$ cat src/rtl/nes_pkg.sv
// Shared definitions for the cartridge save-RAM backup controller.
//   - state_e     : sequencer states
//   - sram_acc_t  : one latched SDRAM port-C access (direction, data, address)
//   - sector_count: image size in bytes -> number of 512 B sectors, clamped
package nes_pkg;

  localparam logic [6:0] SRAM_BASE_DEF = 7'b0001111;
  localparam int         LBA_W         = 6;   // sector index bits inside the save region
  localparam int         SEC_CNT_W     = 13;  // wide enough for img_size[20:9] + 1

  typedef enum logic [1:0] {IDLE, REQ, XFER, NEXT} state_e;

  typedef struct packed {
    logic        we;
    logic [7:0]  din;
    logic [21:0] addr;
  } sram_acc_t;

  // A partial trailing sector still needs a whole sector transfer.
  function automatic logic [SEC_CNT_W-1:0] sector_count(input logic [20:0]  size,
                                                         input int unsigned max_sec);
    logic [SEC_CNT_W-1:0] n;
    n = {1'b0, size[20:9]} + {{(SEC_CNT_W-1){1'b0}}, |size[8:0]};
    if (n > SEC_CNT_W'(max_sec)) n = SEC_CNT_W'(max_sec);
    return n;
  endfunction

endpackage

$ cat src/rtl/sram_backup_ctrl_toggle_req.sv
// toggle_req: turns a one-cycle SD buffer strobe into a toggle-handshake
// SDRAM access. The access fields are latched together with the req toggle
// and stay stable until the next strobe.
//   clk, reset  : clock, async active-high reset
//   wr_stb_i    : SD byte arrived (SDRAM write, din_i valid)
//   rd_stb_i    : user_io wants a byte (SDRAM read)
//   din_i       : byte to write
//   addr_i      : SDRAM byte address for this access
//   ack_i       : toggles when the SDRAM finishes an access
//   req_o       : toggles once per access
//   acc_o       : latched {we, din, addr}
//   overrun_o   : sticky, a strobe arrived while an access was outstanding
module toggle_req
  import nes_pkg::*;
(
  input  logic        clk,
  input  logic        reset,
  input  logic        wr_stb_i,
  input  logic        rd_stb_i,
  input  logic [7:0]  din_i,
  input  logic [21:0] addr_i,
  input  logic        ack_i,
  output logic        req_o,
  output sram_acc_t   acc_o,
  output logic        overrun_o
);

  logic      req_q;
  logic      overrun_q;
  sram_acc_t acc_q;

  always_ff @(posedge clk or posedge reset) begin
    if (reset) begin
      req_q     <= 1'b0;
      overrun_q <= 1'b0;
      acc_q     <= '0;
    end else if (wr_stb_i || rd_stb_i) begin
      // The new access is issued anyway; the flag only records the loss.
      if (req_q != ack_i) overrun_q <= 1'b1;
      req_q      <= ~req_q;
      acc_q.addr <= addr_i;
      acc_q.we   <= wr_stb_i;
      if (wr_stb_i) acc_q.din <= din_i;
    end
  end

  assign req_o     = req_q;
  assign acc_o     = acc_q;
  assign overrun_o = overrun_q;

endmodule

$ cat src/rtl/sram_backup_ctrl.sv
// sram_backup_ctrl: moves the battery-backed save image between the mounted
// SAV file (user_io sector interface) and the SDRAM save region.
//   Mount edge   -> load every sector of the image into SDRAM.
//   Save edge    -> write every sector back to the SD image.
//   Download edge-> disable backup; the sector in flight still finishes.
// Ports: img_mounted/img_size/save_req/downloading (control), sd_* (user_io
// sector interface), sram_* (SDRAM port C toggle handshake), bk_ena/busy/
// overrun (status). Read data for saves flows SDRAM -> user_io directly.
module sram_backup_ctrl
  import nes_pkg::*;
#(
  parameter logic [6:0]  SRAM_BASE   = SRAM_BASE_DEF,
  parameter int unsigned MAX_SECTORS = 16  // must fit in LBA_W bits of sector index
) (
  input  logic        clk,
  input  logic        reset,
  input  logic        img_mounted,
  input  logic [31:0] img_size,
  input  logic        save_req,
  input  logic        downloading,
  output logic [31:0] sd_lba,
  output logic        sd_rd,
  output logic        sd_wr,
  input  logic        sd_ack,
  input  logic [8:0]  sd_buff_addr,
  input  logic        sd_buff_wr,
  input  logic        sd_buff_rd,
  input  logic [7:0]  sd_buff_dout,
  output logic [21:0] sram_addr,
  output logic        sram_req,
  input  logic        sram_ack,
  output logic        sram_we,
  output logic [7:0]  sram_din,
  output logic        bk_ena,
  output logic        busy,
  output logic        overrun
);

  logic mnt_q, save_q, dl_q, ack_q;
  logic mnt_rise_q, save_rise_q, dl_rise_q, ack_rise_q, ack_fall_q;
  state_e           state_q;
  logic             save_dir_q;   // 1 = SDRAM -> SD
  logic             load_pend_q, save_pend_q;
  logic             bk_ena_q, bk_ena_d;
  logic [LBA_W-1:0] sec_last_q;   // n-1
  logic [31:0]      sd_lba_q;
  logic             sd_rd_q, sd_wr_q;
  logic [SEC_CNT_W-1:0] n_cnt;
  logic             unused_size;

  assign unused_size = ^img_size[31:21];
  assign n_cnt       = sector_count(img_size[20:0], MAX_SECTORS);

  // A save edge coinciding with a valid mount is accepted: both pends set.
  always_comb begin
    bk_ena_d = bk_ena_q;
    if (mnt_rise_q) bk_ena_d = (n_cnt != '0);
    if (dl_rise_q)  bk_ena_d = 1'b0;
  end

  always_ff @(posedge clk or posedge reset) begin
    if (reset) begin
      {mnt_q, save_q, dl_q, ack_q} <= '0;
      {mnt_rise_q, save_rise_q, dl_rise_q, ack_rise_q, ack_fall_q} <= '0;
      state_q     <= IDLE;
      save_dir_q  <= 1'b0;
      load_pend_q <= 1'b0;
      save_pend_q <= 1'b0;
      bk_ena_q    <= 1'b0;
      sec_last_q  <= '0;
      sd_lba_q    <= '0;
      sd_rd_q     <= 1'b0;
      sd_wr_q     <= 1'b0;
    end else begin
      mnt_q       <= img_mounted;
      save_q      <= save_req;
      dl_q        <= downloading;
      ack_q       <= sd_ack;
      mnt_rise_q  <= img_mounted & ~mnt_q;
      save_rise_q <= save_req & ~save_q;
      dl_rise_q   <= downloading & ~dl_q;
      ack_rise_q  <= sd_ack & ~ack_q;
      ack_fall_q  <= ~sd_ack & ack_q;

      case (state_q)
        IDLE: begin
          if (load_pend_q) begin
            load_pend_q <= 1'b0;
            save_dir_q  <= 1'b0;
            sd_lba_q    <= '0;
            sd_rd_q     <= 1'b1;
            state_q     <= REQ;
          end else if (save_pend_q) begin
            save_pend_q <= 1'b0;
            save_dir_q  <= 1'b1;
            sd_lba_q    <= '0;
            sd_wr_q     <= 1'b1;
            state_q     <= REQ;
          end
        end
        REQ: begin
          if (ack_rise_q) begin
            sd_rd_q <= 1'b0;
            sd_wr_q <= 1'b0;
            state_q <= XFER;
          end
        end
        XFER: begin
          if (ack_fall_q) state_q <= NEXT;
        end
        NEXT: begin
          if (!bk_ena_q || sd_lba_q == 32'(sec_last_q)) begin
            state_q <= IDLE;
          end else begin
            sd_lba_q <= sd_lba_q + 32'd1;
            sd_rd_q  <= ~save_dir_q;
            sd_wr_q  <= save_dir_q;
            state_q  <= REQ;
          end
        end
        default: state_q <= IDLE;
      endcase

      // Event updates follow the FSM so a fresh edge re-arms a pend it just consumed.
      bk_ena_q <= bk_ena_d;
      if (mnt_rise_q && n_cnt != '0) begin
        load_pend_q <= 1'b1;
        sec_last_q  <= n_cnt[LBA_W-1:0] - LBA_W'(1);
      end
      if (save_rise_q && bk_ena_d) save_pend_q <= 1'b1;
      if (dl_rise_q) begin
        load_pend_q <= 1'b0;
        save_pend_q <= 1'b0;
      end
    end
  end

  sram_acc_t acc;

  toggle_req u_toggle_req (
    .clk       (clk),
    .reset     (reset),
    .wr_stb_i  (sd_buff_wr),
    .rd_stb_i  (sd_buff_rd),
    .din_i     (sd_buff_dout),
    .addr_i    ({SRAM_BASE, sd_lba_q[LBA_W-1:0], sd_buff_addr}),
    .ack_i     (sram_ack),
    .req_o     (sram_req),
    .acc_o     (acc),
    .overrun_o (overrun)
  );

  assign sram_addr = acc.addr;
  assign sram_we   = acc.we;
  assign sram_din  = acc.din;
  assign sd_lba    = sd_lba_q;
  assign sd_rd     = sd_rd_q;
  assign sd_wr     = sd_wr_q;
  assign bk_ena    = bk_ena_q;
  assign busy      = (state_q != IDLE);

endmodule
$ cat config.mk
export PLATFORM = sky130hd
export DESIGN_NAME = sram_backup_ctrl
export DESIGN_NICKNAME = d
export VERILOG_FILES = /design/src/rtl/nes_pkg.sv /design/src/rtl/sram_backup_ctrl_toggle_req.sv /design/src/rtl/sram_backup_ctrl.sv
export SDC_FILE = /design/constraint.sdc
export NUM_CORES = 1
export LEC_CHECK = 0
export BUFFER_PORTS_ARGS = -buffer_cell sky130_fd_sc_hd__buf_2
export CAP_MARGIN = 30
export CELL_PAD_IN_SITES_DETAIL_PLACEMENT = 1
export CELL_PAD_IN_SITES_GLOBAL_PLACEMENT = 1
export CORE_ASPECT_RATIO = 0.6
export CORE_MARGIN = 4
export CORE_UTILIZATION = 37
export CTS_BUF_LIST = sky130_fd_sc_hd__clkbuf_8
export DETAILED_ROUTE_END_ITERATION = 8
export PLACE_DENSITY_LB_ADDON = 0.1
export SYNTH_ARGS = -nofsm -noshare
export SYNTH_HDL_FRONTEND = slang
export SYNTH_SLANG_ARGS = --single-unit
$ cat constraint.sdc
create_clock -name clk -period 2.4 [get_ports clk]
set_input_delay 0.24 -clock clk [delete_from_list [all_inputs] [get_ports clk]]
set_output_delay 0.24 -clock clk [all_outputs]
set_load 0.02 [all_outputs]
==> impl_summary.log <==
INFO  metric outcome = finished, violations left
INFO  metric failed_checks = hold timing, setup timing
INFO  metric route.final.wire_length = 13800 µm
INFO  metric grt_usage = roughly 20%
INFO  metric post_synth_arst_share = 100%
INFO  metric postSynthCellCount = between 400 and 500
INFO  metric period_minus_slack = 2760 ps
INFO  metric gp_congestion = 0.838
INFO  metric wl_per_cell = 17.7 µm
INFO  metric slowest_stage = or4b_4
INFO  metric rsz0062_at_grt = true
INFO  metric synth_area = 4490 µm²
INFO  metric crit_path_setup_slack_layout = -358 ps
INFO  metric final_layout_size_suffix_gt1_share = 43.5%
INFO  metric skew = between 10 and 15 ps
INFO  metric cp.arrival = between 2000 and 3000 ps
INFO  metric grt_overflow_total = 0
INFO  metric ctsRootBufferMaster = clkbuf_8
INFO  metric critical_path.max_stage_delay = approximately 480 ps
INFO  metric initial_cell_density_of_the_core = 38.8%
INFO  metric synth_top_cell_by_area = dfrtp_1
INFO  metric dp_hpwl = 10300 µm
INFO  metric cell_area_power_density = about 640 nW/µm²
INFO  metric tritoncts = built
INFO  metric cp.buffers_inverters = 3
INFO  metric port_buffers = 112
INFO  metric drtIter0Drc = approximately 160
INFO  metric required = 2610 ps
INFO  metric power = 3880 µW
INFO  metric critPathMaxFanout = 7
INFO  metric dieWidth = 150 µm
INFO  metric cts-root-to-sink-buffers = 2
INFO  metric slew_viol_final = 0
INFO  metric final_cell_count_no_fill = 780
INFO  metric critical_path.top_delay_family = simple AND/OR/NAND/NOR gates
INFO  metric worst_slew_pin_slew = 805 ps
INFO  metric worstSetupPathType = in -> reg
INFO  metric maxCapViolations = 0
INFO  metric die_height = 93.3 µm
INFO  metric clock_insertion_delay_worst_skew = 360 ps
INFO  metric drt_first_pass_iters = 4
INFO  metric grt_start_max_net_pins = 44
INFO  metric hold_violations = 7
INFO  metric report.final.setup_viol = 9
INFO  metric crit_path_cell_trace = buf_6, nor4_4, nand3_2, ha_4, ha_4, buf_4, nand4_1, and3_4, nor3_4, nand2_1, ha_2, or4b_4, o21ai_4, buf_4, nand2_1, o32ai_2, a41oi_2
INFO  metric dominant_register_cell_in_the_synthesized_netlist = dfrtp_1
INFO  metric total_number_of_vias = 4143
INFO  metric post-synth-top-count-cell = dfrtp_1
INFO  metric synth_commonest_cells = 82 x dfrtp_1, 39 x nand2_1, 31 x nor2_1
INFO  metric area_growth_syn_to_layout = 36.0%
INFO  metric synth_edf_count = 0
INFO  metric synth_area_per_inst = 10.1 µm²
INFO  metric final.period_utilization = 115%
INFO  metric worst_setup_path_end_kind = flop
INFO  metric synth.yosys.seq_area_share = 45.7%
INFO  metric timing.fmax = 0.363 GHz
INFO  metric numPlacedInstances = 749
INFO  metric yosysTopAreaCellShare = between 40% and 50%
INFO  metric drcViolationCount = 0
INFO  metric cts_made_buffers = 9
INFO  metric design.core.area = 11600 µm²
INFO  metric synth-warning-count = 0
INFO  metric worstSetupStartpointType = input port
INFO  metric cts-htree-levels = 3
INFO  metric clock_sink_count = 82
INFO  metric worst_setup_hold_path_clk_slew = 90 ps
INFO  metric post_synth_main_area_contributors = dfrtp_1 46%, mux2_2 5.8%, xnor2_1 4.1%
INFO  metric grt_first_pass_wirelength = 22300 µm
INFO  metric p_leak = 0.00281 µW
INFO  metric max-slew-margin-rel = 46.2%
INFO  metric vias_per_cell = about 5.3
INFO  metric io_pins = ~130
INFO  metric holdCritPathClass = in -> async
INFO  metric placement_rows = 30
INFO  metric power.ir.vdd_worst = 0.328 mV
INFO  metric grt_pass1_vias = 4355
INFO  metric holdWs = -4.75 ps
INFO  metric die-area = 14000 µm²
INFO  metric ys_ff_latch = 82
INFO  metric layout.nets = 681
INFO  metric antenna_found_initial = 0
INFO  metric antenna_cells = 0
INFO  metric ant_nets = 0
INFO  metric post_synth_num_cell_types = 66
[cell usage in the layout, fill, tap and decap left out, types with 7 or more instances in the layout]
master / n
buf_2: 110
dfrtp_1: 82
buf_4: 65
nand2_1: 37
nor2_1: 30
mux2_2: 23
o21ai_0: 22
xnor2_1: 21
nand4_1: 18
a21oi_1: 16
nand3_1: 14
or3_1: 10
inv_1: 10
clkbuf_8: 10
a211oi_1: 9
nor2b_1: 7
nor3_1: 7
[per-stage QoR]
stage | util (%) | area (µm²) | hold WS (ps) | setup TNS (ps) | setup slack (ps)
floorplan | - | 4560 | 271 | -6040 | -782
global placement | 48.5 | 5610 | 360 | -5410 | -689
detailed placement | 48.5 | 5610 | 361 | -7380 | -893
CTS | 51.6 | 5970 | 13.7 | -2500 | -342
global route | 52.8 | 6100 | 47.0 | -4240 | -525
finish | 52.8 | 6100 | -4.75 | -2860 | -358
[registers in the layout, summed over array words and instances, names as in the netlist]
name / count
dl_rise_q: 1
bk_ena: 1
sd_lba: 32
save_q: 1
dl_q: 1
ack_q: 1
load_pend_q: 1
state_q: 2
mnt_rise_q: 1
ack_fall_q: 1
save_pend_q: 1
mnt_q: 1
sd_rd: 1
u_toggle_req.acc_o: 25
u_toggle_req.req_o: 1
sec_last_q: 6
save_rise_q: 1
ack_rise_q: 1
sd_wr: 1
u_toggle_req.overrun_o: 1
save_dir_q: 1
[per-layer routing]
layer	global-route usage (%)	wire, µm
met4	4.87	164
met3	4.07	587
met1	27.4	6510
met5	0	0
met2	32.1	6510
[cell type report]
type	instances	area (µm²)
timing repair buffer	185	1160
fill	1342	5460
clock buffer	10	138
multi-input combinational	323	2450
clock inverter	6	47.5
inverter	14	53.8
tap	160	200
sequential	82	2050
[report_power, final]
group	total [µW]	switching (µW)	internal [µW]
Combinational	1310	776	533
Sequential	1610	94.6	1510
Clock	963	548	415
Total	3880	1420	2460
[final timing paths]
path | from | endpoint | slack [ps] | cells after the start
setup / recovery | img_size[3] | sec_last_q[3]$_DFFE_PP0P_ | -360 | 17
hold / removal | reset | u_toggle_req.acc_o[13]$_DFFE_PP0N_ | -5 | 2
setup reg to reg | state_q[0]$_DFFE_PP0P_ | sd_lba[13]$_DFFE_PP0P_ | 60 | 9
hold reg to reg | mnt_q$_DFF_PP0_ | mnt_rise_q$_DFF_PP0_ | 400 | 1
max in group asynchronous | reset | u_toggle_req.acc_o[3]$_DFFE_PP0N_ | 1670 | 3
min in group clk | sd_buff_rd | u_toggle_req.acc_o[15]$_DFFE_PP0N_ | 100 | 2
[cell families (layout without fill, tap and decap cells)]
kind of cell,count (synthesis),count (layout),synth area share [%]
simple gates,170,170,20.8
compound gates,89,90,14.6
flops,82,82,45.7
buf+inv,43,215,4.88
mux,28,28,6.89
xor+xnor,24,24,4.69
fa+ha+maj,8,8,2.23
other cells,1,3,0.0836
[timing repair]
action	CTS	global route
endpoints found under the hold margin	4	0
setup endpoints to repair	21	30
cloned	0	1
hold buffers	4	0
gates resized for setup	16	16
pin swaps	12	6
buffers inserted	5	5
No activity file was read; power rests on OpenSTA's default activity.
